==> src/rtl/memory_mc.sv <==
// Multi-channel timed memory: one write channel plus READ_CHANNELS read channels over one array,
// with a WORD_INIT sweep after reset. Define MEMORY_MC_BYPASS_EN to forward same-edge write data to reads.
module memory_mc #(
    parameter int                   WORD_SIZE     = 8,
    parameter logic [WORD_SIZE-1:0] WORD_INIT     = '0,
    parameter int                   ADDRESS_SIZE  = 4,
    parameter int                   MEMORY_QTY    = 16,
    parameter int                   READ_CHANNELS = 2,
    parameter int                   DELAY_SIZE    = 4,
    parameter int                   READ_LATENCY  = 1,
    parameter int                   WRITE_LATENCY = 1
) (
    input  logic                                  clock,
    input  logic                                  reset_n,
    input  logic                                  w_req,
    input  logic [ADDRESS_SIZE-1:0]               w_addr,
    input  logic [WORD_SIZE-1:0]                  w_data,
    output logic                                  w_busy,
    output logic                                  w_ack,
    input  logic [READ_CHANNELS-1:0]              r_req,
    input  logic [READ_CHANNELS*ADDRESS_SIZE-1:0] r_addr,
    output logic [READ_CHANNELS*WORD_SIZE-1:0]    r_data,
    output logic [READ_CHANNELS-1:0]              r_busy,
    output logic [READ_CHANNELS-1:0]              r_ack,
    output logic                                  init_done
);

    // Handshake: a request is accepted on a rising edge where the channel is idle and init is done;
    // busy stays high for LATENCY cycles, then ack pulses for one cycle with busy already low.
    localparam int                    SW     = ADDRESS_SIZE + 1;
    localparam logic [SW-1:0]         QTY    = SW'(MEMORY_QTY);
    localparam logic [DELAY_SIZE-1:0] W_LOAD = DELAY_SIZE'(WRITE_LATENCY - 1);
    localparam logic [DELAY_SIZE-1:0] R_LOAD = DELAY_SIZE'(READ_LATENCY - 1);

    typedef enum logic {W_IDLE, W_WAIT} w_state_t;
    typedef enum logic {R_IDLE, R_WAIT} r_state_t;

    logic [WORD_SIZE-1:0] mem_q [MEMORY_QTY];

    logic [SW-1:0] sweep_q, sweep_d;
    logic          init_done_q, init_done_d;
    logic          sweep_we;

    w_state_t              w_state_q, w_state_d;
    logic [DELAY_SIZE-1:0] w_cnt_q, w_cnt_d;
    logic                  w_ack_q, w_ack_d;
    logic                  w_accept, w_in_range;

    r_state_t              r_state_q [READ_CHANNELS];
    r_state_t              r_state_d [READ_CHANNELS];
    logic [DELAY_SIZE-1:0] r_cnt_q   [READ_CHANNELS];
    logic [DELAY_SIZE-1:0] r_cnt_d   [READ_CHANNELS];
    logic [WORD_SIZE-1:0]  r_hold_q  [READ_CHANNELS];
    logic [WORD_SIZE-1:0]  r_hold_d  [READ_CHANNELS];
    logic [WORD_SIZE-1:0]  r_data_q  [READ_CHANNELS];
    logic [WORD_SIZE-1:0]  r_data_d  [READ_CHANNELS];
    logic [READ_CHANNELS-1:0] r_ack_q, r_ack_d;
    logic [ADDRESS_SIZE-1:0]  r_addr_c [READ_CHANNELS];
    logic [READ_CHANNELS-1:0] r_in_range;

    always_comb begin
        sweep_d     = sweep_q;
        init_done_d = init_done_q;
        sweep_we    = 1'b0;
        if (!init_done_q) begin
            if (sweep_q < QTY) begin
                sweep_we = 1'b1;
                sweep_d  = sweep_q + 1'b1;
            end else begin
                init_done_d = 1'b1;
            end
        end
    end

    always_comb begin
        w_state_d  = w_state_q;
        w_cnt_d    = w_cnt_q;
        w_ack_d    = 1'b0;
        w_accept   = 1'b0;
        w_in_range = ({1'b0, w_addr} < QTY);
        case (w_state_q)
            W_IDLE: begin
                if (init_done_q && w_req) begin
                    w_accept  = 1'b1;
                    w_cnt_d   = W_LOAD;
                    w_state_d = W_WAIT;
                end
            end
            W_WAIT: begin
                if (w_cnt_q == '0) begin
                    w_state_d = W_IDLE;
                    w_ack_d   = 1'b1;
                end else begin
                    w_cnt_d = w_cnt_q - 1'b1;
                end
            end
            default: w_state_d = W_IDLE;
        endcase
    end

    always_comb begin
        for (int c = 0; c < READ_CHANNELS; c++) begin
            r_addr_c[c]   = r_addr[c*ADDRESS_SIZE +: ADDRESS_SIZE];
            r_in_range[c] = ({1'b0, r_addr_c[c]} < QTY);
        end
    end

    always_comb begin
        r_state_d = r_state_q;
        r_cnt_d   = r_cnt_q;
        r_hold_d  = r_hold_q;
        r_data_d  = r_data_q;
        r_ack_d   = '0;
        for (int c = 0; c < READ_CHANNELS; c++) begin
            case (r_state_q[c])
                R_IDLE: begin
                    if (init_done_q && r_req[c]) begin
                        r_state_d[c] = R_WAIT;
                        r_cnt_d[c]   = R_LOAD;
                        r_hold_d[c]  = r_in_range[c] ? mem_q[r_addr_c[c]] : WORD_INIT;
`ifdef MEMORY_MC_BYPASS_EN
                        if (w_accept && w_in_range && (r_addr_c[c] == w_addr))
                            r_hold_d[c] = w_data;
`endif
                    end
                end
                R_WAIT: begin
                    if (r_cnt_q[c] == '0) begin
                        r_state_d[c] = R_IDLE;
                        r_ack_d[c]   = 1'b1;
                        r_data_d[c]  = r_hold_q[c];
                    end else begin
                        r_cnt_d[c] = r_cnt_q[c] - 1'b1;
                    end
                end
                default: r_state_d[c] = R_IDLE;
            endcase
        end
    end

    // The sweep and the write channel never overlap: writes are only accepted after init_done.
    always_ff @(posedge clock) begin
        if (reset_n) begin
            if (sweep_we)
                mem_q[sweep_q[ADDRESS_SIZE-1:0]] <= WORD_INIT;
            else if (w_accept && w_in_range)
                mem_q[w_addr] <= w_data;
        end
    end

    always_ff @(posedge clock) begin
        if (!reset_n) begin
            sweep_q     <= '0;
            init_done_q <= 1'b0;
            w_state_q   <= W_IDLE;
            w_cnt_q     <= '0;
            w_ack_q     <= 1'b0;
            r_ack_q     <= '0;
            for (int c = 0; c < READ_CHANNELS; c++) begin
                r_state_q[c] <= R_IDLE;
                r_cnt_q[c]   <= '0;
                r_hold_q[c]  <= '0;
                r_data_q[c]  <= '0;
            end
        end else begin
            sweep_q     <= sweep_d;
            init_done_q <= init_done_d;
            w_state_q   <= w_state_d;
            w_cnt_q     <= w_cnt_d;
            w_ack_q     <= w_ack_d;
            r_ack_q     <= r_ack_d;
            r_state_q   <= r_state_d;
            r_cnt_q     <= r_cnt_d;
            r_hold_q    <= r_hold_d;
            r_data_q    <= r_data_d;
        end
    end

    always_comb begin
        r_data = '0;
        r_busy = '0;
        for (int c = 0; c < READ_CHANNELS; c++) begin
            r_data[c*WORD_SIZE +: WORD_SIZE] = r_data_q[c];
            r_busy[c] = (r_state_q[c] == R_WAIT) | ~init_done_q;
        end
    end

    assign w_busy    = (w_state_q == W_WAIT) | ~init_done_q;
    assign w_ack     = w_ack_q;
    assign r_ack     = r_ack_q;
    assign init_done = init_done_q;

endmodule

==> config.mk <==
export PLATFORM = sky130hd
export DESIGN_NAME = memory_mc
export DESIGN_NICKNAME = d
export VERILOG_FILES = /design/src/rtl/memory_mc.sv
export SDC_FILE = /design/constraint.sdc
export NUM_CORES = 1
export LEC_CHECK = 0
export ABC_CLOCK_PERIOD_IN_PS = 6100
export CAP_MARGIN = 40
export CORE_MARGIN = 5
export CORE_UTILIZATION = 41
export CTS_CLUSTER_SIZE = 16
export DETAILED_ROUTE_END_ITERATION = 7
export GPL_TIMING_DRIVEN = 0
export PLACE_DENSITY = 0.68
export SYNTH_ARGS = -nofsm -noshare
export SYNTH_HDL_FRONTEND = slang
export SYNTH_SLANG_ARGS = --single-unit
==> constraint.sdc <==
create_clock -name clock -period 6.1 [get_ports clock]
set_clock_uncertainty 0.2 [all_clocks]
set_input_delay 1.22 -clock clock [delete_from_list [all_inputs] [get_ports clock]]
set_output_delay 1.22 -clock clock [all_outputs]
set_load 0.01 [all_outputs]
==> flow_summary.yaml <==
global_routing:
  overflow: 0
  grt_pass1_vias: 5256
  antenna_found_initial: 0
  grtUsageTotal_pct: 17.2
  grt_pass1_wl_um: 30800
  grt_start_max_net_pins: 17
synth:
  synth-main-ff-cell: "edfxtp_1"
  synthCells: 587
  synth_top_cell_area_share_pct: 45.9
  synth_seq_cells: 184
  synthesis.area_um2: 8380
  synth_fp_nets: 619
  syn_avg_cell_area_um2: 14.3
  synth_edf_count: 128
  synth_area_leaders: "edfxtp_1, dfxtp_1, mux4_2, mux2i_1, nand2_1"
  async_flop_share_pct: 0
  synth_cell_type_count: 42
  yosysSeqAreaShare_pct: 59.3
  synth_top_area_cell: "edfxtp_1"
  synth_warnings: 0
sta:
  worst_pin_slew_ps: 912
  tns_ps: 0
  rsz0062_at_grt: "no"
  layout_min_cycle_time_ps: 3700
  min_period_over_period_pct: 60.6
  slew_violations: 0
  clock.fmax_mhz: 271
  setup_viol: 0
  hold_viol_final: 0
  maxSlewHeadroom_pct: 39.0
run:
  drv_cap: 0
min_path:
  holdPathStages: 2
  hold_start: "r_data[8]"
  min_to: "r_data[8]"
  holdCritPathClass: "reg -> reg"
setup_path:
  path_buf_inv: 3
  cp.arrival_ps: 3640
  critPathCaptureType: "flip-flop"
  critical_path.top_delay_family: "buffers and inverters"
  crit_slowest_cell: "clkdlybuf4s50_1"
  rrSetupSlack_ps: 3390
  required_ps: 6040
  start_kind: "input port"
  r2r_start: "init_done"
  r2r_cells: 5
  reg2reg_to: "mem_q[6][7]"
  max_stage_delay_ps: 650
  crit_fanout: 10
  critPathKind: "in -> reg"
  worstPathCellList: "clkdlybuf4s50_1 > and4b_1 > clkbuf_1 > a32oi_1 > nor2_1 > buf_4"
finish:
  nets: 690
  mostFrequentLayoutCell: "edfxtp_1"
  final.fill_count: 1746
  syn_to_final_growth_pct: 17.2
  final_cell_mix: "edfxtp_1, nand2_1, dfxtp_1, mux2i_1, mux4_2"
  num_antenna_cells: 0
  drive_gt1_share_pct: 16.5
drt:
  wl_per_cell_um: 21.2
  first_iter_violations: 389
  firstDrtPassIters: 5
  num_vias: 5268
  routed_wirelength_um: 19900
  drc: 0
  antenna_left: 0
  via_per_inst: 5.60
die:
  placementRows: 52
  start_util_pct: 41.5
  coreArea_um2: 20200
  die_w_um: 153
  io_pins: 48
  die_h_um: 153
  design.die.area_um2: 23400
placed_design:
  dp.final_hpwl_um: 14200
  portBuffers: 41
  gp_congestion: 0.846
cts:
  cts_setup_buffers: 0
  cts_made_buffers: 17
  clockBufferDepth: 2
  cts_tree: "done"
  cts_hold_buf: 0
  cts_resized: 0
  root_buffer: "clkbuf_16"
  worstSkewPairLatency_ps: 420
  path_clk_slew_ps: 70
  cts_sinks: 184
  htree_levels: 4
power_and_ir_drop:
  powerDensity_nw_per_um2: 265
  p_leak_nw: 3.53
  irDropWorstVdd_mv: 0.150
  power_w: 0.00260
status:
  outcome: "complete, no violations"
[worst register-to-register path, cell delays in order (launching register included)]
cell      delay (ps)
dfxtp_1          480
and4b_1          300
clkbuf_1         400
a32oi_1          300
nor2_1           500
buf_4            260
[flip-flops by register name, summed over array words and instances (netlist names)]
register   cells
r_cnt_q        8
w_ack          1
r_ack          2
init_done      1
w_state_q      1
sweep_q        5
mem_q        128
r_data        16
r_state_q      2
w_cnt_q        4
r_hold_q      16
[cells in the mapped netlist (6+ instances only)]
master      n
a21boi_0   18
a22oi_1    15
and2_1     17
and3_1      6
buf_2      10
clkbuf_1   15
dfxtp_1    56
edfxtp_1  128
ha_1        7
inv_1      12
mux2i_1    46
mux4_2     45
nand2_1    62
nand3_1     6
nor2_1     25
nor2b_1    11
o211ai_1   30
or3_1       6
[report_power, final]
part | total (W) | switching, W | internal [W]
Sequential | 0.00134 | 0.00000670 | 0.00133
Combinational | 0.000153 | 0.0000807 | 0.0000719
Clock | 0.00111 | 0.000477 | 0.000635
Total | 0.00260 | 0.000565 | 0.00204
[through the flow]
stage / cell area, um^2 / hold WS [ps] / std cells / util (%) / setup WS, ps
after floorplan: 8380 / 239 / 587 / - / 3180
after global placement: 9130 / 247 / 898 / 45.3 / 1760
after detailed placement: 9210 / 259 / 909 / 45.7 / 1940
after CTS: 9820 / 269 / 941 / 48.7 / 2330
after global routing: 9820 / 280 / 941 / 48.7 / 2200
final: 9820 / 262 / 941 / 48.7 / 2400
[layer usage]
metal | global-route usage (%) | routed length, um | part of all wire [%] | vias up
met1 | 22.2 | 8070 | 40 | 2618
met4 | 6.32 | 621 | 3.1 | 0
li1 | - | - | - | 2403
met2 | 28.8 | 9930 | 50 | 202
met3 | 3.65 | 1310 | 6.5 | 45
met5 | 0 | 0 | 0 | -
[worst max-delay path by stage]
stage | start | end | slack (ps) | cells past startpoint
after detailed placement | reset_n | mem_q[6][5] | 1940 | 6
after CTS | reset_n | mem_q[6][1] | 2330 | 6
final | reset_n | mem_q[6][7] | 2400 | 6
after global routing | reset_n | mem_q[6][4] | 2200 | 6
after floorplan | reset_n | mem_q[10][0] | 3180 | 3
after global placement | reset_n | mem_q[6][5] | 1760 | 5
[cell type report]
class                      count  area [um^2]  share of cell area, %
buffer                        38          211                   2.15
clock buffer                  22          539                   5.49
clock inverter                10         72.6                  0.739
inverter                      12         45.0                  0.459
multi-input combinational    353         3160                   32.2
sequential                   184         4960                   50.5
tap                          270          338                   3.44
timing repair buffer          52          493                   5.02
[cell families after synthesis]
| family | share of synthesized area [%] |
|---|---|
| AOI/OAI and AO/OA | 7.99 |
| xor gates and xnor gates | 0.523 |
| adders and majority gates | 1.05 |
| buffers and inverters | 3.06 |
| DFF | 59.3 |
| muxes | 19.0 |
| and+or+nand+nor | 9.15 |
Power figures use the tool's default switching activity.
